### config.mk
export PLATFORM = sky130hd
export DESIGN_NAME = sipo_window_buf
export DESIGN_NICKNAME = d
export VERILOG_FILES = /design/src/rtl/vae_pkg.sv /design/src/rtl/sipo_shift_core.sv /design/src/rtl/sipo_window_buf.sv
export SDC_FILE = /design/constraint.sdc
export NUM_CORES = 1
export LEC_CHECK = 0
export ABC_AREA = 1
export CAP_MARGIN = 40
export CORE_MARGIN = 2
export CORE_UTILIZATION = 50
export CTS_CLUSTER_DIAMETER = 120
export DETAILED_ROUTE_END_ITERATION = 8
export PLACE_DENSITY_LB_ADDON = 0.15
export SYNTH_ARGS = -nofsm -noshare
export SYNTH_HDL_FRONTEND = slang
export SYNTH_SLANG_ARGS = --single-unit
### constraint.sdc
create_clock -name clk -period 11.31 [get_ports clk]
set_input_delay 1.131 -clock clk [delete_from_list [all_inputs] [get_ports clk]]
set_output_delay 1.131 -clock clk [all_outputs]
set_load 0.1 [all_outputs]
### src/rtl/vae_pkg.sv
`default_nettype none
// +----------------------------------------------------------------------------+
// | Module  : vae_pkg                                                          |
// | Brief   : Shared constants, FSM encoding and slot helper for the VAE path  |
// | Revision: 1.0  initial release                                             |
// +----------------------------------------------------------------------------+
package vae_pkg;

   localparam int C_DEF_N_IN  = 9;
   localparam int C_DEF_WIDTH = 16;

   localparam logic [0:0] ST_FILL = 1'b0;
   localparam logic [0:0] ST_PAD  = 1'b1;

   // Slot 0 is the newest word and sits at the LSB end of the window.
   function automatic int slot_lsb(input int slot, input int width);
      return slot * width;
   endfunction

endpackage
`default_nettype wire

### src/rtl/sipo_shift_core.sv
`default_nettype none
// +----------------------------------------------------------------------------+
// | Module  : sipo_shift_core                                                  |
// | Brief   : N_IN x WIDTH shift register, new word enters slot 0 (LSB)        |
// | Revision: 1.0  initial release                                             |
// +----------------------------------------------------------------------------+
module sipo_shift_core
   import vae_pkg::*;
#(
   parameter int N_IN  = C_DEF_N_IN,
   parameter int WIDTH = C_DEF_WIDTH
) (
   input  logic                    clk,
   input  logic                    rst,
   input  logic                    shift_en,
   input  logic                    zero_ins,
   input  logic [WIDTH-1:0]        din,
   output logic [N_IN*WIDTH-1:0]   sreg
);

   localparam int c_keep_bits = slot_lsb(N_IN - 1, WIDTH);

   logic [N_IN*WIDTH-1:0] r_sreg;
   logic [WIDTH-1:0]      w_head;

   assign w_head = zero_ins ? '0 : din;

   always_ff @(posedge clk or posedge rst) begin
      if (rst) begin
         r_sreg <= '0;
      end else if (shift_en) begin
         r_sreg <= {r_sreg[c_keep_bits-1:0], w_head};
      end
   end

   assign sreg = r_sreg;

endmodule
`default_nettype wire

### src/rtl/sipo_window_buf.sv
`default_nettype none
// +----------------------------------------------------------------------------+
// | Module  : sipo_window_buf                                                  |
// | Brief   : Serial-in/parallel-out window buffer with stride and frame pad   |
// | Revision: 1.0  initial release                                             |
// +----------------------------------------------------------------------------+
module sipo_window_buf
   import vae_pkg::*;
#(
   parameter int N_IN   = C_DEF_N_IN,
   parameter int WIDTH  = C_DEF_WIDTH,
   parameter int STRIDE = C_DEF_N_IN
) (
   input  logic                        clk,
   input  logic                        rst,
   input  logic                        clear,
   input  logic                        in_valid,
   output logic                        in_ready,
   input  logic [WIDTH-1:0]            in_data,
   input  logic                        in_last,
   output logic                        out_valid,
   input  logic                        out_ready,
   output logic [N_IN*WIDTH-1:0]       out_data,
   output logic                        out_last,
   output logic [$clog2(N_IN+1)-1:0]   fill_level
);

   localparam int              c_fw   = $clog2(N_IN + 1);
   localparam logic [c_fw-1:0] c_full = c_fw'(N_IN);
   localparam logic [c_fw-1:0] c_keep = c_fw'(N_IN - STRIDE);
   localparam logic [c_fw-1:0] c_one  = c_fw'(1);

   logic [0:0]            r_state;
   logic [c_fw-1:0]       r_fill;
   logic                  r_last_pend;
   logic                  r_out_valid;
   logic [N_IN*WIDTH-1:0] r_out_data;
   logic                  r_out_last;

   logic [N_IN*WIDTH-1:0] w_sreg;
   logic                  w_accept;
   logic                  w_xfer;
   logic                  w_pad;
   logic                  w_shift;
   logic [c_fw-1:0]       w_fill_base;
   logic [c_fw-1:0]       w_fill_step;
   logic [0:0]            w_state_nxt;

   sipo_shift_core #(
      .N_IN  (N_IN),
      .WIDTH (WIDTH)
   ) u_core (
      .clk      (clk),
      .rst      (rst),
      .shift_en (w_shift),
      .zero_ins (w_pad),
      .din      (in_data),
      .sreg     (w_sreg)
   );

   // in_ready depends on out_ready through w_xfer, never on in_valid.
   assign w_xfer   = (r_fill == c_full) & (~r_out_valid | out_ready);
   assign in_ready = (r_state == ST_FILL) & ~r_last_pend & ((r_fill < c_full) | w_xfer);
   assign w_accept = in_valid & in_ready;
   assign w_pad    = (r_state == ST_PAD);
   assign w_shift  = (w_accept | w_pad) & ~clear;

   // A frame-final window drops all overlap so the next frame starts empty.
   assign w_fill_base = w_xfer ? (r_last_pend ? '0 : c_keep) : r_fill;
   assign w_fill_step = (w_accept | w_pad) ? (w_fill_base + c_one) : w_fill_base;

   always_comb begin
      w_state_nxt = r_state;
      if (clear) begin
         w_state_nxt = ST_FILL;
      end else if (r_state == ST_FILL) begin
         if (w_accept && in_last && (w_fill_step < c_full)) begin
            w_state_nxt = ST_PAD;
         end
      end else if (w_fill_step == c_full) begin
         w_state_nxt = ST_FILL;
      end
   end

   always_ff @(posedge clk or posedge rst) begin
      if (rst) begin
         r_state     <= ST_FILL;
         r_fill      <= '0;
         r_last_pend <= 1'b0;
      end else begin
         r_state <= w_state_nxt;
         if (clear) begin
            r_fill      <= '0;
            r_last_pend <= 1'b0;
         end else begin
            r_fill <= w_fill_step;
            if (w_xfer && r_last_pend) begin
               r_last_pend <= 1'b0;
            end else if (w_accept && in_last) begin
               r_last_pend <= 1'b1;
            end
         end
      end
   end

   // Output register is untouched by clear so a presented window survives it.
   always_ff @(posedge clk or posedge rst) begin
      if (rst) begin
         r_out_valid <= 1'b0;
         r_out_data  <= '0;
         r_out_last  <= 1'b0;
      end else if (w_xfer) begin
         r_out_valid <= 1'b1;
         r_out_data  <= w_sreg;
         r_out_last  <= r_last_pend;
      end else if (out_ready) begin
         r_out_valid <= 1'b0;
      end
   end

   assign out_valid  = r_out_valid;
   assign out_data   = r_out_data;
   assign out_last   = r_out_last;
   assign fill_level = r_fill;

endmodule
`default_nettype wire

==> results.py, run 1 <==
metrics = {
    "status": {
        "status": "finished clean",
    },
    "timing": {
        "hold_viol": 0,
        "finalCritPeriodShare_pct": 34.6,
        "hold_ws_ns": 0.479,
        "finalSetupTns_ns": 0,
        "drv_slew": 0,
        "finClkSkew_ns": 0.0148,
        "worst_pin_slew_ns": 1.08,
        "max_freq_ghz": 0.256,
        "maxSlewHeadroom_pct": 28.3,
        "fin_crit_ns": 3.91,
        "setup_violations": 0,
        "rsz0062_at_grt": "false",
    },
    "worst_setup_path": {
        "endpoint_kind": "register",
        "cp-start-kind": "primary input",
        "reg2reg_depth": 8,
        "arrival_ns": 4.38,
        "worstSetupPathType": "primary input to register",
        "required_ns": 11.78,
        "cp_max_fo": 104,
    },
    "placed_design": {
        "dpl.hpwl_mm": 19.3,
        "port_buffers": 172,
        "gp_congestion": 0.851,
    },
    "route": {
        "first_pass_iters": 5,
        "drt_first_iter_violations": 629,
        "final_antenna_net_count": 0,
        "vias": 8616,
        "drc": 0,
        "routedWlPerCell_um": 15.8,
        "wl_mm": 28.1,
        "vias_per_cell": 4.85,
    },
    "logic_synthesis": {
        "synth_cells": 1143,
        "syn_area_um2": 11700,
        "synth_edf_count": 0,
        "ys.flop_type": "dfrtp_1",
        "synth_warnings": 0,
        "synth-seq-area-share_pct": 63.5,
        "yosysUniqueCellTypes": 22,
        "syn_area_per_cell_um2": 10.2,
        "synth_seq_cells": 296,
        "synthArstFlopShare_pct": 100,
        "syn_nets": 1165,
    },
    "final_layout": {
        "nNetsFinal": 1463,
        "n_antenna_cell": 0,
        "area_growth_pct": 46.7,
        "nFillCells": 1455,
        "drive_gt1_share_pct": 23.0,
    },
    "clocking": {
        "cts_max_level": 1,
        "hold_buffers": 0,
        "post_cts_buffers": 0,
        "cts_buffer_depth": 3,
        "clkSinkCount": 296,
        "cts_resized": 0,
        "cts_tree": "built",
        "cts_made_buffers": 30,
        "cts-root-buf": "clkbuf_16",
        "clk_pin_slew_ns": 0.06,
        "clk_latency_ns": 0.55,
    },
    "floorplan": {
        "io-pin-count": 173,
        "core_area_um2": 22800,
        "die_h_um": 157,
        "start_util_pct": 51.2,
        "fp.dieArea_um2": 24600,
        "die_w_um": 157,
        "num_rows": 55,
    },
    "grt": {
        "grt_pass1_vias": 8959,
        "grt_max_degree": 202,
        "grt_overflow": 0,
        "grt_antenna_before_repair": 0,
        "grt_pass1_wl_mm": 46.1,
        "grt_use_total_pct": 23.6,
    },
    "flow_run": {
        "drv_cap": 0,
    },
    "min_path": {
        "holdPathStages": 2,
        "hold_class": "register to register",
    },
}
per-layer routing:
metal	wire length (um)	share of wire (%)	up-vias	GRT usage [%]
li1	-	-	4189	-
met1	11600	41	4191	30.1
met2	14700	53	195	42.5
met3	1160	4.1	41	3.35
met4	545	1.9	0	5.99
met5	0	0	-	0
registers in the layout, indices dropped and copies added, names as in the netlist:
signal       count
out_data       144
u_core.sreg    144
fill_level       4
out_last         1
out_valid        1
r_last_pend      1
r_state          1
cells by family (layout without fill, tap and decap cells):
| group | Yosys count | after routing | synth area share, % |
|---|---|---|---|
| buffers and inverters | 204 | 525 | 8.38 |
| flip-flops | 296 | 296 | 63.5 |
| AND/OR/NAND/NOR | 368 | 368 | 12.5 |
| AO/OA/AOI/OAI | 275 | 275 | 15.7 |
synth_stat cells (2+ instances only):
| cell type | count | area share (%) |
|---|---|---|
| nand2_1 | 330 | 11 |
| dfrtp_1 | 296 | 63 |
| o21ai_0 | 151 | 6.5 |
| inv_1 | 138 | 4.4 |
| o21ai_2 | 121 | 9.1 |
| buf_6 | 23 | 2.2 |
| nand3_1 | 21 | 0.90 |
| buf_2 | 17 | 0.73 |
| clkbuf_1 | 15 | 0.48 |
| nor2_1 | 10 | 0.32 |
| buf_4 | 5 | 0.32 |
| buf_1 | 4 | 0.13 |
| nand2_4 | 2 | 0.19 |
| o21ai_1 | 2 | 0.086 |
critical path, cell delays in order:
cell             delay (ns)
clkdlybuf4s50_1        0.40
inv_1                  0.08
nand4_1                0.14
nand4_4                0.16
nand2_4                0.10
nand2_8                0.56
buf_4                  0.78
buf_4                  0.42
buf_16                 0.32
nand2_1                0.13
o21ai_2                0.08
final timing paths:
kind	from	end	slack, ns
setup / recovery	out_ready	u_core.sreg[96]$_DFFE_PP0P_	7.40
hold / removal	u_core.sreg[143]$_DFFE_PP0P_	out_data[143]$_DFFE_PP0P_	0.48
setup reg to reg	r_state$_DFF_PP0_	u_core.sreg[96]$_DFFE_PP0P_	7.77
hold reg to reg	u_core.sreg[143]$_DFFE_PP0P_	out_data[143]$_DFFE_PP0P_	0.48
max in group asynchronous	rst	u_core.sreg[122]$_DFFE_PP0P_	8.68
min in group asynchronous	rst	fill_level[1]$_DFF_PP0_	1.09
per-stage QoR:
step           cells  area, um^2  util [%]  setup slack [ns]
2_1_floorplan   1143       11700         -              2.00
3_3_place_gp    1569       13400      58.9              6.67
3_5_place_dp    1722       16100      70.5              6.86
4_1_cts         1777       17100      75.2              7.36
5_1_grt         1777       17100      75.2              7.14
6_report        1777       17100      75.2              7.40
layout by cell type, fill, tap and decap left out:
cell type	Yosys	routed
a21oi_1	1	1
and3_1	1	1
buf_12	0	1
buf_16	0	28
buf_4	5	4
buf_8	0	125
bufinv_16	0	3
clkbuf_1	15	4
clkbuf_16	0	31
clkbuf_8	0	12
clkdlybuf4s50_1	0	172
clkinv_1	1	1
clkinv_2	0	5
dfrtp_1	296	296
inv_1	138	137
inv_2	1	1
inv_8	0	1
nand2_1	330	330
nand2_4	2	1
nand2_8	0	1
nand3_1	21	21
nand3_4	0	1
nand3b_1	1	1
nand4_1	1	1
nand4_4	1	1
nor2_1	10	10
o21ai_0	151	151
o21ai_1	2	2
o21ai_2	121	121
cell type report:
cell class / instances / area, um^2 / area share (%)
flip-flops and latches: 296 / 7410 / 43.3
repair buffers: 330 / 4420 / 25.8
clock buffers: 47 / 956 / 5.58
inverters: 140 / 533 / 3.11
well taps: 313 / 392 / 2.29
clock inverters: 8 / 115 / 0.672
multi-input cells: 643 / 3300 / 19.3
Power of run 1 is not shown: default switching activity piles up to over one toggle a cycle in this logic, so the estimate is an artifact.
==> run 2, diff against run 1 <==
--- a/config.mk
+++ b/config.mk
@@ -8,7 +8,7 @@
 export ABC_AREA = 1
 export CAP_MARGIN = 40
 export CORE_MARGIN = 2
-export CORE_UTILIZATION = 50
+export CORE_UTILIZATION = 49
 export CTS_CLUSTER_DIAMETER = 120
 export DETAILED_ROUTE_END_ITERATION = 8
 export PLACE_DENSITY_LB_ADDON = 0.15
==> constraint.sdc (replaced) <==
create_clock -name clk -period 3.53 [get_ports clk]
set_input_delay 0.353 -clock clk [delete_from_list [all_inputs] [get_ports clk]]
set_output_delay 0.353 -clock clk [all_outputs]
set_load 0.1 [all_outputs]
==> results.py, run 2 (synthesis gave the netlist of run 1 again) <==
metrics = {
    "worst_setup_path": {
        "worstPathCellList": "inv_1 -> nand2_4 -> nand2_8 -> buf_4 -> nand2_1 -> o21ai_2",
        "arrival_ns": 2.68,
        "worstSetupPathType": "register to register",
        "required_ns": 4.00,
        "cp_max_fo": 38,
        "crit_slowest_cell": "inv_1",
        "cp-start-kind": "register",
        "endpoint_kind": "register",
        "crit_path_max_incr_delay_ns": 0.56,
    },
    "grt": {
        "grt_antenna_before_repair": 0,
        "grt_pass1_vias": 8775,
        "grt_max_degree": 141,
        "grt_use_total_pct": 22.8,
        "grt_overflow": 0,
        "grt_pass1_wl_mm": 45.2,
    },
    "route": {
        "routedWlPerCell_um": 15.4,
        "wl_mm": 27.4,
        "drt_first_iter_violations": 490,
        "first_pass_iters": 5,
        "drc": 0,
        "final_antenna_net_count": 0,
        "vias_per_cell": 4.85,
        "vias": 8669,
    },
    "floorplan": {
        "core_area_um2": 23400,
        "die_h_um": 158,
        "start_util_pct": 49.9,
        "io-pin-count": 173,
        "fp.dieArea_um2": 25100,
        "num_rows": 56,
        "die_w_um": 158,
    },
    "status": {
        "status": "finished clean",
    },
    "final_layout": {
        "n_antenna_cell": 0,
        "post-route-cell-area_um2": 16800,
        "final_common_cell": "nand2_1",
        "nNetsFinal": 1466,
        "area_growth_pct": 44.0,
        "layout_common_cells": "330 x nand2_1, 296 x dfrtp_1, 171 x clkdlybuf4s50_1, 151 x o21ai_0, 144 x buf_8",
        "drive_gt1_share_pct": 22.8,
        "utilization_pct": 71.8,
        "nFillCells": 1670,
    },
    "timing": {
        "finalCritPeriodShare_pct": 62.7,
        "setup_violations": 0,
        "hold_viol": 0,
        "rsz0062_at_grt": "false",
        "worst_pin_slew_ns": 0.757,
        "fin_crit_ns": 2.21,
        "maxSlewHeadroom_pct": 49.5,
        "drv_slew": 0,
        "max_freq_ghz": 0.452,
        "finClkSkew_ns": 0.0145,
    },
    "clocking": {
        "cts_max_level": 1,
        "clk_latency_ns": 0.54,
        "cts_made_buffers": 31,
        "post_cts_buffers": 0,
        "cts_tree": "built",
        "clkSinkCount": 296,
        "hold_buffers": 0,
        "clk_pin_slew_ns": 0.06,
        "cts-root-buf": "clkbuf_16",
        "cts_resized": 0,
        "cts_buffer_depth": 3,
    },
    "placed_design": {
        "dpl.hpwl_mm": 19.1,
        "port_buffers": 172,
        "gp_congestion": 0.852,
        "placed_area_um2": 15800,
    },
    "min_path": {
        "hold_class": "primary input to asynchronous set/reset pin",
    },
    "flow_run": {
        "drv_cap": 0,
    },
}
run 2: area by class of cell:
type	count	area, um^2	share of cell area (%)
sequential	296	7410	44.1
clock buffer	47	906	5.39
clock inverter	9	48.8	0.290
multi-input combinational	643	3300	19.7
tap	319	399	2.38
timing repair buffer	332	4210	25.1
inverter	140	529	3.15
run 2: path summary, 6_finish.rpt:
| check | from | to | slack (ns) | cells after the start |
|---|---|---|---|---|
| min in group clk | in_data[9] | u_core.sreg[9]$_DFFE_PP0P_ | 0.40 | 3 |
| hold reg to reg | u_core.sreg[131]$_DFFE_PP0P_ | out_data[131]$_DFFE_PP0P_ | 0.47 | 2 |
| setup / recovery | r_state$_DFF_PP0_ | u_core.sreg[78]$_DFFE_PP0P_ | 1.32 | 6 |
| setup reg to reg | r_state$_DFF_PP0_ | u_core.sreg[78]$_DFFE_PP0P_ | 1.32 | 6 |
| hold / removal | rst | out_data[135]$_DFFE_PP0P_ | 0.09 | 2 |
| max in group asynchronous | rst | out_data[6]$_DFFE_PP0P_ | 2.61 | 3 |
run 2: worst max-delay path, delay by kind of cell, from the launching register on:
kind | cells | cell delay, ns
flops | 1 | 0.39
compound gates | 1 | 0.09
simple gates | 3 | 0.58
buf+inv | 2 | 1.04
run 2: stage by stage:
stage	setup WS, ns	hold WS (ns)	setup TNS [ns]	instances
2_1_floorplan	-0.754	0.419	-223.22	1143
3_3_place_gp	1.28	0.454	0	1580
3_5_place_dp	1.20	0.452	0	1730
4_1_cts	1.30	0.0675	0	1786
5_1_grt	1.12	0.0845	0	1786
6_report	1.32	0.0912	0	1786
run 2: layer usage:
| metal | track usage (%) | share of wire, % |
|---|---|---|
| met5 | 0 | 0 |
| met4 | 7.72 | 3.3 |
| met3 | 3.27 | 3.5 |
| met2 | 39.5 | 52 |
| met1 | 29.8 | 42 |
Power of run 2 is left out for the same reason.
